**src/rtl/router_fifo_pkt_if.sv**
```systemverilog
// router_fifo_pkt_if: write/read/status bundle of one router output FIFO.
// master drives the write and read requests; slave is the FIFO, which returns data and status.
interface router_fifo_pkt_if #(
    parameter int DATA_W = 8,
    parameter int DEPTH  = 16
);
    logic                     write_enb;
    logic                     read_enb;
    logic                     lfd_state;
    logic [DATA_W-1:0]        data_in;
    logic [DATA_W-1:0]        data_out;
    logic                     data_valid;
    logic                     full;
    logic                     empty;
    logic                     almost_full;
    logic [$clog2(DEPTH):0]   fill_level;
    logic                     pkt_busy;
    logic                     overflow;
    logic                     underflow;
    modport master (
        output write_enb, read_enb, lfd_state, data_in,
        input  data_out, data_valid, full, empty, almost_full, fill_level, pkt_busy, overflow, underflow
    );
    modport slave (
        input  write_enb, read_enb, lfd_state, data_in,
        output data_out, data_valid, full, empty, almost_full, fill_level, pkt_busy, overflow, underflow
    );
endinterface

```
**src/rtl/router_fifo_pkt.sv**
```systemverilog
// router_fifo_pkt: packet-aware FIFO for one router output channel.
// Ports: clk, resetn (async active-low), soft_reset (sync flush), bus (router_fifo_pkt_if.slave:
// write_enb/read_enb/lfd_state/data_in in; data_out/data_valid/full/empty/almost_full/fill_level/
// pkt_busy/overflow/underflow out). Each entry carries a header flag above the data bits.
module router_fifo_pkt #(
    parameter int DATA_W   = 8,
    parameter int DEPTH    = 16,
    parameter int LEN_LSB  = 2,
    parameter int LEN_W    = 6,
    parameter int AFULL_TH = 14
) (
    input logic              clk,
    input logic              resetn,
    input logic              soft_reset,
    router_fifo_pkt_if.slave bus
);
    localparam int AW = $clog2(DEPTH);
    logic [DATA_W:0]   mem_q [DEPTH];
    logic [AW:0]       wr_pt_q, wr_pt_d, rd_pt_q, rd_pt_d, fill;
    logic [LEN_W:0]    cnt_q, cnt_d;
    logic [DATA_W-1:0] dout_q, dout_d;
    logic              lfd_q, lfd_d, dv_q, dv_d, ovf_q, ovf_d, udf_q, udf_d;
    logic              full, empty, wr_acc, rd_acc;
    logic [DATA_W:0]   rd_word;
    assign fill  = wr_pt_q - rd_pt_q;
    assign empty = wr_pt_q == rd_pt_q;
    assign full  = (wr_pt_q[AW] != rd_pt_q[AW]) && (wr_pt_q[AW-1:0] == rd_pt_q[AW-1:0]);
    always_comb begin
        wr_acc  = bus.write_enb && !full;
        rd_acc  = bus.read_enb && !empty;
        rd_word = mem_q[rd_pt_q[AW-1:0]];
        wr_pt_d = soft_reset ? '0 : wr_pt_q + (AW+1)'(wr_acc);
        rd_pt_d = soft_reset ? '0 : rd_pt_q + (AW+1)'(rd_acc);
        lfd_d   = !soft_reset && bus.lfd_state;
        // a header reload covers payload plus the trailing parity byte
        cnt_d   = soft_reset ? '0 :
                  !rd_acc ? cnt_q :
                  rd_word[DATA_W] ? (LEN_W+1)'(rd_word[LEN_LSB +: LEN_W]) + 1'b1 :
                  cnt_q - (LEN_W+1)'(cnt_q != '0);
        // output is held only while a packet is still in flight
        dout_d  = soft_reset ? '0 : rd_acc ? rd_word[DATA_W-1:0] : (cnt_q != '0) ? dout_q : '0;
        dv_d    = !soft_reset && rd_acc;
        ovf_d   = !soft_reset && (ovf_q || (bus.write_enb && full));
        udf_d   = !soft_reset && (udf_q || (bus.read_enb && empty));
    end
    always_ff @(posedge clk)
        if (wr_acc && !soft_reset) mem_q[wr_pt_q[AW-1:0]] <= {lfd_q, bus.data_in};
    always_ff @(posedge clk or negedge resetn) begin
        if (!resetn) begin
            wr_pt_q <= '0;
            rd_pt_q <= '0;
            cnt_q   <= '0;
            dout_q  <= '0;
            lfd_q   <= 1'b0;
            dv_q    <= 1'b0;
            ovf_q   <= 1'b0;
            udf_q   <= 1'b0;
        end else begin
            wr_pt_q <= wr_pt_d;
            rd_pt_q <= rd_pt_d;
            cnt_q   <= cnt_d;
            dout_q  <= dout_d;
            lfd_q   <= lfd_d;
            dv_q    <= dv_d;
            ovf_q   <= ovf_d;
            udf_q   <= udf_d;
        end
    end
    assign bus.data_out    = dout_q;
    assign bus.data_valid  = dv_q;
    assign bus.full        = full;
    assign bus.empty       = empty;
    assign bus.fill_level  = fill;
    assign bus.almost_full = fill >= (AW+1)'(AFULL_TH);
    assign bus.pkt_busy    = cnt_q != '0;
    assign bus.overflow    = ovf_q;
    assign bus.underflow   = udf_q;
endmodule

```
**src/flat_wrapper.sv**
```systemverilog
// flat-port wrapper written by rule: the top's interface ports become plain ports
module router_fifo_pkt_flat 
#(
    parameter int DATA_W   = 8,
    parameter int DEPTH    = 16,
    parameter int LEN_LSB  = 2,
    parameter int LEN_W    = 6,
    parameter int AFULL_TH = 14
)
  (clk, resetn, soft_reset, bus_write_enb, bus_read_enb, bus_lfd_state, bus_data_in, bus_data_out, bus_data_valid, bus_full, bus_empty, bus_almost_full, bus_fill_level, bus_pkt_busy, bus_overflow, bus_underflow);
  router_fifo_pkt_if #(.DATA_W(DATA_W), .DEPTH(DEPTH)) bus_i ();
  input logic clk;
  input logic resetn;
  input logic soft_reset;
  input wire logic [$bits(bus_i.write_enb)-1:0] bus_write_enb;
  input wire logic [$bits(bus_i.read_enb)-1:0] bus_read_enb;
  input wire logic [$bits(bus_i.lfd_state)-1:0] bus_lfd_state;
  input wire logic [$bits(bus_i.data_in)-1:0] bus_data_in;
  output wire logic [$bits(bus_i.data_out)-1:0] bus_data_out;
  output wire logic [$bits(bus_i.data_valid)-1:0] bus_data_valid;
  output wire logic [$bits(bus_i.full)-1:0] bus_full;
  output wire logic [$bits(bus_i.empty)-1:0] bus_empty;
  output wire logic [$bits(bus_i.almost_full)-1:0] bus_almost_full;
  output wire logic [$bits(bus_i.fill_level)-1:0] bus_fill_level;
  output wire logic [$bits(bus_i.pkt_busy)-1:0] bus_pkt_busy;
  output wire logic [$bits(bus_i.overflow)-1:0] bus_overflow;
  output wire logic [$bits(bus_i.underflow)-1:0] bus_underflow;
  assign bus_i.write_enb = bus_write_enb;
  assign bus_i.read_enb = bus_read_enb;
  assign bus_i.lfd_state = bus_lfd_state;
  assign bus_i.data_in = bus_data_in;
  assign bus_data_out = bus_i.data_out;
  assign bus_data_valid = bus_i.data_valid;
  assign bus_full = bus_i.full;
  assign bus_empty = bus_i.empty;
  assign bus_almost_full = bus_i.almost_full;
  assign bus_fill_level = bus_i.fill_level;
  assign bus_pkt_busy = bus_i.pkt_busy;
  assign bus_overflow = bus_i.overflow;
  assign bus_underflow = bus_i.underflow;
  router_fifo_pkt #(.DATA_W(DATA_W), .DEPTH(DEPTH), .LEN_LSB(LEN_LSB), .LEN_W(LEN_W), .AFULL_TH(AFULL_TH)) u_core (.clk(clk), .resetn(resetn), .soft_reset(soft_reset), .bus(bus_i));
endmodule
```
**config.mk**
```make
export PLATFORM = sky130hd
export DESIGN_NAME = router_fifo_pkt_flat
export DESIGN_NICKNAME = d
export VERILOG_FILES = /design/src/rtl/router_fifo_pkt_if.sv /design/src/rtl/router_fifo_pkt.sv /design/src/flat_wrapper.sv
export SDC_FILE = /design/constraint.sdc
export NUM_CORES = 1
export LEC_CHECK = 0
export ABC_AREA = 1
export BUFFER_PORTS_ARGS = -buffer_cell sky130_fd_sc_hd__buf_2
export CELL_PAD_IN_SITES_DETAIL_PLACEMENT = 0
export CELL_PAD_IN_SITES_GLOBAL_PLACEMENT = 1
export CORE_MARGIN = 10
export CORE_UTILIZATION = 45
export DETAILED_ROUTE_END_ITERATION = 8
export GPL_ROUTABILITY_DRIVEN = 0
export GPL_TIMING_DRIVEN = 1
export PLACE_DENSITY = 0.72
export SYNTH_ARGS = -nofsm -noshare
export SYNTH_HDL_FRONTEND = slang
export SYNTH_SLANG_ARGS = --single-unit
```
**constraint.sdc**
```tcl
create_clock -name clk -period 2.9 [get_ports clk]
set_input_delay 0.29 -clock clk [delete_from_list [all_inputs] [get_ports clk]]
set_output_delay 0.29 -clock clk [all_outputs]
set_load 0.02 [all_outputs]
```
* Yosys cells after proc, flatten, opt, wreduce, memory -nomap -nowiden
Memory sizes are Yosys's and may differ from the RTL's.
Cells that the tools add are included.
** Cells by class
- Add/sub/neg operators :: 5
- Multipliers :: 0
- Div/mod/pow operators :: 0
- $lt $le $gt $ge :: 1
- Equality and inequality tests :: 4
- Shift-type cells :: 0
- Mux-type cells :: 10
- Bitwise logic cells :: 0
- Reduce and logical (&&, ||, !) cells :: 17
** Operator list (count)
- $mux 8 :: 3
- $mux 7 :: 3
- $add 5x1->5 :: 2
- $logic_and 1x1->1 :: 10
- $mux 5 :: 2
- $add 6x1->7 const B :: 1
- $reduce_bool 7->1 :: 1
- $sub 7x1->7 :: 1
- $eq 5x5->1 :: 1
- $ge 5x4->1 const B :: 1
- $sub 5x5->5 :: 1
- $eq 4x4->1 :: 1
- $logic_not 1->1 :: 3
- $ne 3x2->1 const B :: 1
- $logic_or 1x1->1 :: 2
- $mux 1 :: 2
- $reduce_bool 2->1 :: 1
- $ne 1x1->1 :: 1
** Storage, ports and cells
- Register bits :: 29
- Latch bits :: 0
- RAM bits :: 144
- Memory bits (read-only) :: 0
- Input bits :: 14
- Output and inout port bits :: 20
- Word-level logic and storage cells :: 46
- Memories kept :: 1
** Memory list
- u_core.mem_q :: depth 16, bits a word 9, read ports 1, clocked after memory_dff 0, write ports 1, line router_fifo_pkt.sv:18 : logic [DATA_W:0] mem_q [DEPTH];

* Depth between registers and ports, before layout
- Depth in word-level cells :: 7
- Mapped depth :: 16
- Mapped depth without buffers :: 15

* Least setup slack after synthesis
OpenSTA, ideal clock, no wires.
- Path type :: flip-flop to flip-flop
- From :: register u_core.rd_pt_q[2]
- To :: memory u_core.mem_q[12][0] (netlist bit) (enable)
- Setup time :: 374 ps
- Arrival :: 2310 ps
- Required time :: 2526 ps
- Setup slack :: 216 ps
- Cell stages (with the launch flop) :: 10
- Buffers on the path :: 2
- Period minus slack after synthesis :: 2684 ps
- Cells stage by stage :: dfrtp_1 buf_2 inv_1 buf_2 ha_1 nand4_1 nor2_1 nor3_1 nand3_1 nor2_1
** Between the ends
- Longest elaborated chain between the ends :: 7
** RTL lines
- from (decl) :: line router_fifo_pkt.sv:19 : logic [AW:0] wr_pt_q, wr_pt_d, rd_pt_q, rd_pt_d, fill;
- from (signal assigned) :: line router_fifo_pkt.sv:60 : rd_pt_q <= rd_pt_d;
- $eq 4x4->1 :: line router_fifo_pkt.sv:27 : assign full = (wr_pt_q[AW] != rd_pt_q[AW]) && (wr_pt_q[AW-1:0] == rd_pt_q[AW-1:0]);
- $logic_and 1x1->1 :: line router_fifo_pkt.sv:27
- net bus_full :: line flat_wrapper.sv:21 : output wire logic [$bits(bus_i.full)-1:0] bus_full;
- $logic_not 1->1 :: line router_fifo_pkt.sv:29 : wr_acc = bus.write_enb && !full;
- $logic_and 1x1->1 :: line router_fifo_pkt.sv:29
- $logic_and 1x1->1 :: line router_fifo_pkt.sv:47 : if (wr_acc && !soft_reset) mem_q[wr_pt_q[AW-1:0]] <= {lfd_q, bus.data_in};
- $mux 1 :: line router_fifo_pkt.sv:47
- $mux 1 (not written as such) :: line router_fifo_pkt.sv:47
- to (decl) :: line router_fifo_pkt.sv:18
The timed path passes the listed nets, and every way through them passes these cells.

* Final worst setup path
- From :: register u_core.rd_pt_q[1]
- To :: output port bus_almost_full
** Between the ends
- Longest elaborated chain between the ends :: 2
** RTL lines
- $sub 5x5->5 :: line router_fifo_pkt.sv:25 : assign fill = wr_pt_q - rd_pt_q;
- $ge 5x4->1 :: line router_fifo_pkt.sv:74 : assign bus.almost_full = fill >= (AW+1)'(AFULL_TH);
- to (decl) :: line flat_wrapper.sv:23 : output wire logic [$bits(bus_i.almost_full)-1:0] bus_almost_full;
No other way between the ends.

==> summary.md <==
| Metric | Value |
|---|---|
| Fraction of registers with async set/reset | between 15 and 20% |
| Die area | between 0.02 and 0.025 mm2 |
| Main synth FF type | edfxtp_1 |
| Crit-path cells | inv_2 > buf_4 > fa_1 > a21oi_1 > o21bai_1 > xor2_1 > o21ai_0 > buf_2 |
| Core area | roughly 0.017 mm2 |
| Layout area overhead | 13.6% |
| H-tree depth | 4 |
| Clock latency on the worst-skew pair | roughly 430 ps |
| CP Class | reg -> out |
| Most frequent cells in the layout | nand2_1, edfxtp_1, nand3_1 |
| Initial drt markers | approximately 440 |
| Hold Crit Class | in -> reg |
| Routed vias/inst | about 5.3 |
| Worst Path Required | 2610 ps |
| Fin util | between 50% and 60% |
| Share of cells above drive strength 1 | a little over an eighth |
| Slew at the pin with the worst max-slew slack | ~960 ps |
| Initial Util | 46.0% |
| CTS clk-pin slew, worst paths | ~70 ps |
| IO Port Bufs | 33 |
| Die width | 150 um |
| Root Driver | clkbuf_16 |
| Row count | between 40 and 50 |
| Initial antenna violation count | 0 |
| CTS Buffer Depth | 2 |
| CP Max Fanout | between 40 and 50 |
| GRT Total Usage | between 15 and 20% |
| CP max stage cell | buf_4 |
| Final setup violation count | 0 |
| Hold worst-path end | u_core.lfd_q$_DFF_PN0_ |
| Post-CTS Resized | 0 |
| DRC viols | 0 |
| Post-synthesis net count | approximately 750 |
| Worst Skew | ~10 ps |
| #FFs+latches synth | about 170 |
| Synth Instances | between 700 and 800 |
| Setup TNS | 0 ps |
| Setup bufs post-CTS | 0 |
| Fin nets | between 700 and 800 |
| YS warnings | 0 |
| Fill cells | 1,508 |
| Tot Pwr | around 6.5 mW |
| Hold_sp | bus_lfd_state |
| Area of the multi-input gates | approximately 0.0021 mm2 |
| Area after DPL | between 0.008 and 0.009 mm2 |
| Worst vdd ir | 0.000433 V |
| Cell depth of the worst hold path | 3 |
| Max Fclk | approximately 370 MHz |
| Post-DRT Antenna Nets | 0 |
| Register area share after synthesis | 66.0% |
| First-pass GRT wire length | between 20 and 30 mm |
| RSZ-0062 raised after global routing | no |
| Cell area after synthesis | 0.00765 mm2 |
| Reg2Reg Depth | 15 |
| Crit path time final | between 2000 and 3000 ps |
| Detail Placement HPWL | ~12 mm |
| Vias in the first global route | 5,053 |
| EDFF count, synth | 144 |
| Slew Viols, Final | 0 |
| Die Ht | roughly 150 um |
| Mean post-synth cell area | roughly 11 um2 |
| R2R Path End | u_core.cnt_q[4]$_DFFE_PN0P_ |
| Final hold vios | 0 |
| Max stage delay on crit path | ~460 ps |
| Commonest non-fill, non-tap cell in the layout | nand2_1 |
| # diodes | 0 |
| Worst rel slew slack | between 30% and 40% |
| Cell variety after synth | 33 |
| Leak Pwr | around 3.6 nW |
| CP Launch Type | flop |
| Clock net sink count | 173 |
| Total gr overflow | 0 |
| Crit path capture type | output port |
| Post-route cell area | about 0.0087 mm2 |
| WL final | 18.6 mm |
| Largest net degree at the start of global routing | just under 60 |
| Worst reg2reg startpoint | u_core.rd_pt_q[0]$_DFF_PN0_ |
| CTS buffer count | 17 |
| Status | completed |
| R2r setup slk | around 500 ps |
| CP arrival | 2410 ps |
| Hold WS | slightly above 80 ps |
| Reg area | between 0.005 and 0.006 mm2 |
| IO Pins | 34 |
| CTS Hold Buffers Added | 1 |
| Vias post-DR | 5,302 |
| DRT Pass-1 Iters | 5 |
| PwrDens | 745 mW/mm2 |
| Tcrit/Tclk final | between 90% and 100% |
| CTS tree | built |
| Max Cap Violations | 0 |
| WL/cell | 18.5 um |
[worst max-delay path, delay by kind of cell (launching register included)]
family                   cells  cell delay, ps
AO/OA/AOI/OAI                3             340
XOR/XNOR                     1             210
adder cells (fa/ha/maj)      1             330
buffers and inverters        3             690
flip-flops                   1             390
[flip-flops by register name, summed over array words and instances, names as in the netlist]
register / count
u_core.bus.data_out: 8
u_core.lfd_q: 1
u_core.bus.overflow: 1
u_core.mem_q: 144
u_core.cnt_q: 7
u_core.bus.underflow: 1
u_core.rd_pt_q: 5
u_core.wr_pt_q: 5
u_core.bus.data_valid: 1
[synthesized netlist by cell type, types with 6 or more instances]
master | instances | share of area [%]
a21oi_1 | 25 | 1.6
buf_2 | 14 | 0.92
buf_4 | 9 | 0.88
dfrtp_1 | 29 | 9.5
edfxtp_1 | 144 | 56
ha_1 | 12 | 2.0
inv_1 | 73 | 3.6
nand2_1 | 171 | 8.4
nand3_1 | 75 | 4.9
nor2_1 | 66 | 3.2
o21ai_0 | 32 | 2.1
o21ai_1 | 12 | 0.78
xor2_1 | 6 | 0.69
[cell type report]
class	count	area share, %
flip-flops and latches	173	58.1
multi-input cells	436	24.2
clock buffers	19	4.98
repair buffers	66	4.92
inverters	78	3.37
well taps	220	3.17
clock inverters	13	1.31
[metal layers]
layer  share of wire (%)  track usage (%)  up-vias
met5                   0                0        -
met4                 1.2             5.15        0
met3                 5.6             3.15       19
met2                  50             28.2      151
met1                  44             22.0     2603
li1                    -                -     2529
[report_power, final]
group | internal (mW) | switching, mW | leakage, nW
registers | 2.77 | 0.0585 | 1.69
logic | 0.487 | 1.02 | 1.66
clock network | 1.18 | 0.957 | 0.248
total | 4.44 | 2.04 | 3.60
[through the flow]
step | worst slack (ps) | cells
2_1_floorplan | 216 | 719
3_3_place_gp | 541 | 972
3_5_place_dp | 511 | 972
4_1_cts | 175 | 1005
5_1_grt | 12.9 | 1005
6_report | 199 | 1005
[cells by family after synthesis]
| group | synth area share (%) |
|---|---|
| buf+inv | 6.55 |
| fa+ha+maj | 2.22 |
| compound gates | 6.57 |
| flops | 66.0 |
| xor+xnor | 1.03 |
| simple gates | 17.7 |
[worst max-delay path by stage]
| stage | from | to | slack, ps | cells past startpoint |
|---|---|---|---|---|
| after detailed placement | u_core.rd_pt_q[0]$_DFF_PN0_ | u_core.cnt_q[4]$_DFFE_PN0P_ | 510 | 15 |
| final | u_core.rd_pt_q[1]$_DFF_PN0_ | bus_almost_full | 200 | 8 |
| after global placement | u_core.rd_pt_q[0]$_DFF_PN0_ | u_core.cnt_q[5]$_DFFE_PN0P_ | 540 | 13 |
| after global routing | u_core.rd_pt_q[1]$_DFF_PN0_ | bus_almost_full | 10 | 8 |
| after CTS | u_core.rd_pt_q[1]$_DFF_PN0_ | bus_almost_full | 180 | 8 |
| after floorplan | u_core.rd_pt_q[2]$_DFF_PN0_ | u_core.mem_q[12][0]$_DFFE_PP_ | 220 | 9 |
(Power assumes the default switching activity.)
